==> src/rtl/simon_pkg.sv <==
// Shared definitions for the Simon Says display and input-checking blocks.
// Both sides map a stored sequence code to a button/LED through the same
// function so that what the player sees matches what the checker expects.
package simon_pkg;

    localparam int SEQ_LEN = 32;
    localparam int CODE_W  = 3;
    localparam int LED_W   = 4;
    localparam int ROUND_W = 5;

    typedef enum logic [1:0] {
        ST_IDLE,
        ST_ON,
        ST_OFF,
        ST_DONE
    } player_state_t;

    // Codes 0..3 select one of the four buttons; anything larger is invalid
    // and lights nothing.
    function automatic logic [LED_W-1:0] code_to_led(input logic [CODE_W-1:0] code);
        logic [LED_W-1:0] led;
        led = '0;
        case (code)
            3'd0:    led = 4'b0001;
            3'd1:    led = 4'b0010;
            3'd2:    led = 4'b0100;
            3'd3:    led = 4'b1000;
            default: led = 4'b0000;
        endcase
        return led;
    endfunction

    function automatic logic is_bad_code(input logic [CODE_W-1:0] code);
        return code > 3'd3;
    endfunction

endpackage

==> src/rtl/phase_timer.sv <==
// Down-counter that times one lit or dark phase of the playback.
// Loading a length of N makes expire high in the N-th cycle after the load,
// i.e. the last cycle of the phase, so the owner can switch phase on the
// same edge the timer runs out.
module phase_timer #(
    parameter int WIDTH = 8
) (
    input  logic             clk,
    input  logic             reset,
    input  logic             load,
    input  logic [WIDTH-1:0] length,
    output logic             expire
);

    logic [WIDTH-1:0] count;

    // Reload on request, otherwise count down and rest at zero.
    always_ff @(posedge clk) begin
        if (reset) begin
            count <= '0;
        end else if (load) begin
            count <= length - WIDTH'(1);
        end else if (count != '0) begin
            count <= count - WIDTH'(1);
        end
    end

    assign expire = (count == '0);

endmodule

==> src/rtl/sequence_player.sv <==
// Plays the stored Simon Says sequence on the four button LEDs, steps 0
// through the latched round, each step lit for ON_CYCLES then dark for
// OFF_CYCLES, and pulses done once the final dark gap has elapsed.
module sequence_player
    import simon_pkg::*;
#(
    parameter int ON_CYCLES  = 50_000_000,
    parameter int OFF_CYCLES = 25_000_000
) (
    input  logic               clk,
    input  logic               reset,
    input  logic               start,
    input  logic [ROUND_W-1:0] round,
    input  logic [CODE_W-1:0]  segment [SEQ_LEN],
    output logic [LED_W-1:0]   led,
    output logic               busy,
    output logic               done,
    output logic               bad_code
);

    localparam int MAX_CYCLES = (ON_CYCLES > OFF_CYCLES) ? ON_CYCLES : OFF_CYCLES;
    localparam int PW         = $clog2(MAX_CYCLES + 1);
    localparam logic [PW-1:0] ON_LEN  = PW'(ON_CYCLES);
    localparam logic [PW-1:0] OFF_LEN = PW'(OFF_CYCLES);

    player_state_t      state, state_next;
    logic [ROUND_W-1:0] idx, idx_next;
    logic [ROUND_W-1:0] last, last_next;
    logic [ROUND_W-1:0] idx_inc;
    logic [LED_W-1:0]   led_q, led_next;
    logic               bad_q, bad_next;
    logic               timer_load;
    logic [PW-1:0]      timer_len;
    logic               expire;

    phase_timer #(
        .WIDTH (PW)
    ) u_timer (
        .clk    (clk),
        .reset  (reset),
        .load   (timer_load),
        .length (timer_len),
        .expire (expire)
    );

    assign idx_inc = idx + 5'd1;

    // State and datapath registers; led and bad_code are registered so they
    // change exactly on the edge that enters or leaves a lit phase.
    always_ff @(posedge clk) begin
        if (reset) begin
            state <= ST_IDLE;
            idx   <= '0;
            last  <= '0;
            led_q <= '0;
            bad_q <= 1'b0;
        end else begin
            state <= state_next;
            idx   <= idx_next;
            last  <= last_next;
            led_q <= led_next;
            bad_q <= bad_next;
        end
    end

    // Next-state logic: segment is sampled at the moment a step is entered,
    // and the end test is equality with the latched round so idx never wraps.
    always_comb begin
        state_next = state;
        idx_next   = idx;
        last_next  = last;
        led_next   = led_q;
        bad_next   = bad_q;
        timer_load = 1'b0;
        timer_len  = ON_LEN;
        case (state)
            ST_IDLE: begin
                led_next = '0;
                if (start) begin
                    state_next = ST_ON;
                    last_next  = round;
                    idx_next   = '0;
                    led_next   = code_to_led(segment[0]);
                    bad_next   = is_bad_code(segment[0]);
                    timer_load = 1'b1;
                    timer_len  = ON_LEN;
                end
            end
            ST_ON: begin
                if (expire) begin
                    state_next = ST_OFF;
                    led_next   = '0;
                    timer_load = 1'b1;
                    timer_len  = OFF_LEN;
                end
            end
            ST_OFF: begin
                if (expire) begin
                    if (idx == last) begin
                        state_next = ST_DONE;
                    end else begin
                        state_next = ST_ON;
                        idx_next   = idx_inc;
                        led_next   = code_to_led(segment[idx_inc]);
                        bad_next   = bad_q | is_bad_code(segment[idx_inc]);
                        timer_load = 1'b1;
                        timer_len  = ON_LEN;
                    end
                end
            end
            ST_DONE: begin
                state_next = ST_IDLE;
            end
            default: begin
                state_next = ST_IDLE;
                led_next   = '0;
            end
        endcase
    end

    assign led      = led_q;
    assign busy     = (state == ST_ON) || (state == ST_OFF);
    assign done     = (state == ST_DONE);
    assign bad_code = bad_q;

endmodule

==> config.mk <==
export PLATFORM = sky130hd
export DESIGN_NAME = sequence_player
export DESIGN_NICKNAME = d
export VERILOG_FILES = /design/src/rtl/simon_pkg.sv /design/src/rtl/phase_timer.sv /design/src/rtl/sequence_player.sv
export SDC_FILE = /design/constraint.sdc
export NUM_CORES = 1
export LEC_CHECK = 0
export ABC_AREA = 1
export BUFFER_PORTS_ARGS = -buffer_cell sky130_fd_sc_hd__buf_2
export CAP_MARGIN = 10
export CORE_MARGIN = 10
export CORE_UTILIZATION = 53
export CTS_CLUSTER_DIAMETER = 120
export DETAILED_ROUTE_END_ITERATION = 10
export GPL_TIMING_DRIVEN = 0
export PLACE_DENSITY = 0.82
export SLEW_MARGIN = 30
export SYNTH_ARGS = -nofsm -noshare
export SYNTH_HDL_FRONTEND = slang
export SYNTH_HIERARCHICAL = 1
export SYNTH_SLANG_ARGS = --single-unit
==> constraint.sdc <==
create_clock -name clk -period 2.95 [get_ports clk]
set_clock_uncertainty 0.05 [all_clocks]
set_input_delay 0.59 -clock clk [delete_from_list [all_inputs] [get_ports clk]]
set_output_delay 0.59 -clock clk [all_outputs]
set_load 0.02 [all_outputs]
### Word-level counts from Yosys, hierarchy flattened

Cells that the tools add are included.

| word-level totals | value |
|---|---|
| input bits | 104 |
| logic and storage cells | 73 |
| register bits | 43 |
| output and inout bits | 7 |

| operators by class | value |
|---|---|
| add/subtract/negate cells | 3 |
| equal/unequal tests | 14 |
| $lt $le $gt $ge | 3 |
| bitwise gates (word level) | 2 |
| reduce and logical (&&, ||, !) cells | 13 |
| muxes and demuxes | 32 |

Operators with widths:

| cell | number |
|---|---|
| two-way mux 26 bit | 4 |
| subtractor 26 x 1 -> 26 bit (second input constant) | 2 |
| case mux 4 bit (4 select lines) | 2 |
| logical NOT 26 bit | 1 |
| nonzero test 26 bit | 1 |
| two-way mux 4 bit | 4 |
| binary-select mux 3 bit (select 5 bit) | 1 |
| two-way mux 5 bit | 3 |
| equality test 3 x 2 -> 1 bit (second input constant) | 4 |
| case mux 4 bit (3 select lines) | 1 |
| case mux 5 bit (2 select lines) | 1 |
| two-way mux 2 bit | 4 |
| != test 2 bit (second input constant) | 4 |
| case mux 2 bit (4 select lines) | 1 |
| AND reduction 4 bit | 2 |
| two-way mux 1 bit | 7 |
| equality test 3 x 1 -> 1 bit (second input constant) | 2 |
| greater-or-equal comparator 6 bit (second input constant) | 1 |
| > comparator 3 x 2 -> 1 bit (second input constant) | 2 |
| logical NOT 3 bit | 2 |
| two-way mux 3 bit | 2 |
| NOT 5 -> 6 bit | 1 |
| adder 5 x 1 -> 5 bit (second input constant) | 1 |
| equality test 5 bit | 1 |
| 11 further kinds | 13 |

### Logic depth before layout (Yosys ltp)

| depth | value |
|---|---|
| depth after elaboration | 10 |
| depth in mapped cells | 20 |
| mapped depth without buffers | 19 |

### Modules after synthesis

Netlist, hierarchy kept.

By module, submodules not included:

| module | area each (sq um) | times used | cells each | seq. area each (sq um) |
|---|---|---|---|---|
| sequence_player | 2219.6 | 1 | 433 | 340.3 |
| phase_timer | 2195.9 | 1 | 402 | 520.5 |

### Worst setup path before layout

OpenSTA, ideal clock, no wires.

| path | value |
|---|---|
| path kind | register -> register |
| from | register u_timer.count[18] |
| to | register u_timer.count[20] |
| setup slack | 0.228 ns |
| required time | 2.787 ns |
| period minus slack after synthesis | 2.722 ns |
| library setup time | 0.113 ns |
| arrival time | 2.560 ns |
| path buffers | 1 |
| stages on the path, launching flop included | 20 |
| path through | dfxtp_1 inv_1 nand4_1 nor3_1 and2_1 nand2_1 a31oi_1 inv_2 buf_6 nor2_1 nor2_1 inv_1 ha_1 nand3_1 nor2_1 nand2_1 nor2_1 nand3_1 nor2_1 nor2_1 |

| on the way | value |
|---|---|
| word-level cells in the longest chain between the ends | 5 |
| elaborated cells between the ends (all ways) | 12 |
| classes of those cells | add/sub (2); mux (7); reduce/logical (3) |

RTL lines:

| element | RTL line | RTL |
|---|---|---|
| start, declared | phase_timer.sv:15 | `logic [WIDTH-1:0] count;` |
| start signal, assigned | phase_timer.sv:22 | `count <= length - WIDTH'(1);` |
| start signal, assigned | phase_timer.sv:24 | `count <= count - WIDTH'(1);` |
| logical NOT 26 bit | phase_timer.sv:28 | `assign expire = (count == '0);` |
| via expire | sequence_player.sv:34 | `logic expire;` |
| two-way mux 26 bit | sequence_player.sv:90 | `if (expire) begin` |
| two-way mux 26 bit | -- |  |
| via timer_len[15] | sequence_player.sv:33 | `logic [PW-1:0] timer_len;` |
| subtractor 26 x 1 -> 26 bit | phase_timer.sv:22 |  |
| two-way mux 26 bit | phase_timer.sv:21 | `end else if (load) begin` |

The timed path passes the listed nets, and every way through them passes these cells. The select of a mux whose other input is x is not followed.
A chain may end at the register's enable or synchronous reset.

### Worst setup path after layout

| path | value |
|---|---|
| from | register u_timer.count[8] |
| to | register u_timer.count[14] |

| on the way | value |
|---|---|
| elaborated cells between the ends (all ways) | 12 |
| classes of those cells | add/sub (2); mux (7); reduce/logical (3) |

RTL lines:

| element | RTL line | RTL |
|---|---|---|
| logical NOT 26 bit * | phase_timer.sv:28 |  |
| via expire | sequence_player.sv:34 |  |
| two-way mux 1 bit, on equally long branches | sequence_player.sv:98, sequence_player.sv:90 |  |
| case mux 1 bit (3 select lines) * | sequence_player.sv:76 | `case (state)` |
| via timer_load | sequence_player.sv:32 | `logic timer_load;` |
| two-way mux 26 bit / nonzero test 2 bit (equally long branches) | -- |  |

Mark *: on every way through the listed nets, which the timed path passes. The rest lies on a longest branch. The select of a mux whose other input is x is not followed.

==> results by group <==
Run status
  – Status: complete, but fails checks
  – Failing checks: setup timing

Worst setup path
  – Worst Path Required: 3.08 ns
  – Crit Path Max Fanout: 6
  – CP max-delay cell: dfxtp_1
  – CP max stage delay: 0.34 ns
  – CP Launch Type: flop
  – CP Class: reg2reg
  – CP top delay family: simple AND/OR/NAND/NOR gates
  – Worst EP arrival: 3.08 ns
  – Most frequent CP cell: nand2_2
  – WP buf/inv: 2
  – Crit-path cells: nor2_1 > nand4_1 > nor3_2 > and2_4 > nand2_8 > a31oi_4 > buf_6 > buf_12 > nand2_1 > nand2_2 > ha_4 > nand2_2 > nor2_2 > nand2_2 > nor2_4 > nand4_1 > nand3_1 > nor2_1
  – Crit end category: flop

Synth
  – Post-Syn Area: 4420 um2
  – Post-synth EDFFs: 0
  – Avg Cell Area, Syn: 5.29 um2
  – Netlist cell types: 33
  – Most used DFF post-synth: dfxtp_1
  – Synth Register Bits: 43
  – Seq/Total Area, Yosys: 19.5%
  – Post-Synthesis Cells: 835
  – Yosys warns: 6
  – Ys async rst share: 0%

STA
  – RSZ-0062 raised after global routing: yes
  – Relative slew margins: 60.7%
  – Finish-stage setup viols: 3
  – Min Tclk post-route: 2.96 ns
  – Slew @ Worst Pin: 0.589 ns
  – Final Hold Fails: 0
  – Fin crit share: 100%
  – Max Clk Rate: 338 MHz
  – Final slew viol count: 0
  – Setup TNS after final layout: -0.0245 ns
  – Final setup margin: -0.00879 ns

Place
  – RD Place Congestion: 0.936
  – Post-place setup slack: -0.690 ns
  – Port Buffer Count: 110
  – Detailed-placement wirelength estimate: 11300 um
  – Post-placement cell area: 5180 um2

Routing
  – Routed vias/inst: 5.28
  – Drt pass-1 iters: 5
  – Vias: 5841
  – Total wire length: 16400 um
  – Post-route ant nets: 0
  – WL per Instance: 14.8 um
  – # DRC: 0
  – Iteration-0 DRC Markers: 677

Floorplanning
  – Initial Util: 54.0%
  – Die ar.: 12400 um2
  – Num rows: 33
  – Die Ht: 111 um
  – Core Footprint: 8180 um2
  – Die X: 111 um
  – I/O Pins: 111

Min path
  – Hold Path Class: reg2reg

Pwr
  – Design Power: 0.00482 W
  – Leakage power: 3.27 nW
  – Worst IR Drop VDD: 0.000591 V
  – Pwr per Cell Area: 817 nW/um2

Layout
  – Most common cell after layout, fill and taps aside: nand2_1
  – Fraction of layout cells with a size suffix above 1: 28.0%
  – Most frequent cells in the layout: 297 x nand2_1, 120 x buf_2, 115 x inv_1, 89 x nand3_1, 74 x nor2_1
  – Layout Nets: 1112
  – ANT cells: 0
  – Final instance area: 5890 um2
  – P&R area growth vs syn: 33.5%

Global routing
  – Vias in the first global route: 4930
  – Global Route Usage Sum: 22.0%
  – Pin count of the biggest net entering global routing: 13
  – Initial antenna violation count: 0
  – Global-route wire length before repair: 23400 um
  – GRT overflow: 0

Clocking
  – CTS tree: done
  – CTS Buf Count: 5
  – CTS H-tree depth: 2
  – Clk_lat worst skew: 0.30 ns
  – Clk root buf: clkbuf_8
  – Max Root-Sink Buffers: 2
  – Worst-path clk slew: 0.09 ns
  – Clk sinks: 43

Job
  – MaxCap Viol Count: 0
-- flip-flops by register name, summed over array words and instances, names as in the netlist --
register and cells:
bad_code 1, idx 5, last 5, led 4
state 2, u_timer/count 26
-- final cells by class --
type                            count  area [um2]
Fill cell                         745        2280
Clock inverter                      1        5.00
Clock buffer                        6        82.6
Multi-Input combinational cell    653        3270
Timing Repair Buffer              139         818
Buffer                             32         239
Sequential cell                    43         863
Tap cell                          105         131
Inverter                          128         480
-- cells in the mapped netlist, types with 5 or more instances --
cell type,instances,area (um2)
a31oi_1,6,37.5
dfxtp_1,43,861
nand4_1,10,62.6
nor2_1,94,353
nand3_1,96,480
buf_2,9,45.0
nand2_1,323,1210
buf_4,12,90.1
xor2_1,5,43.8
nor2_2,7,43.8
nand2_2,10,62.6
a21oi_1,18,90.1
inv_2,7,26.3
inv_1,121,454
nor2_4,7,78.8
ha_1,6,75.1
clkbuf_1,6,22.5
o21ai_0,28,140
-- routing by layer --
layer / global-route usage [%] / vias to the layer above / wire length (um) / part of all wire [%]
met3: 4.60 / 71 / 1500 / 9.2
met5: 0 / - / 0 / 0
met2: 38.6 / 357 / 8030 / 49
li1: - / 2861 / - / -
met4: 6.26 / 0 / 531 / 3.2
met1: 26.2 / 2552 / 6310 / 39
-- metrics by stage --
stage / util (%) / hold WS (ns) / cells
2_1_floorplan: - / 0.395 / 856
3_3_place_gp: 63.3 / 0.412 / 1071
3_5_place_dp: 63.3 / 0.426 / 1071
4_1_cts: 65.1 / 0.437 / 1079
5_1_grt: 72.1 / 0.455 / 1107
6_report: 72.1 / 0.442 / 1107
-- path summary, 6_finish.rpt --
check                                         to  slack (ns)                           from  depth (start not counted)
setup / recovery  u_timer/count[14]$_SDFFE_PP0P_      -0.009  u_timer/count[8]$_SDFFE_PP0P_                         18
hold reg to reg             last[1]$_SDFFE_PP0P_        0.44           last[1]$_SDFFE_PP0P_                          2
setup reg to reg  u_timer/count[14]$_SDFFE_PP0P_      -0.009  u_timer/count[8]$_SDFFE_PP0P_                         18
hold / removal              last[1]$_SDFFE_PP0P_        0.44           last[1]$_SDFFE_PP0P_                          2
-- cell families after synthesis --
| family | share of synthesized area [%] |
|---|---|
| AOI/OAI and AO/OA | 6.91 |
| adders and majority gates | 1.70 |
| xor gates and xnor gates | 2.86 |
| buffers and inverters | 15.5 |
| and+or+nand+nor | 53.4 |
| other | 0.170 |
| DFF | 19.5 |
-- worst min-delay path, cell delays in order (launching register included) --
cell and delay [ns]:
dfxtp_1 0.31, inv_1 0.07, a21oi_1 0.06
-- where the power goes --
part	internal (W)	switching [W]	total, W
Combinational	0.00131	0.00225	0.00357
Clock	0.000184	0.000211	0.000395
Sequential	0.000755	0.0000977	0.000852
-- what timing repair did --
action / in CTS / in global routing
buffers inserted: 1 / 26
pin swaps: 1 / 48
gates cloned: 0 / 2
hold buffers: 0 / 0
setup endpoints to repair: 26 / 25
gates resized for setup: 12 / 104
No activity file was read; power rests on OpenSTA's default activity.
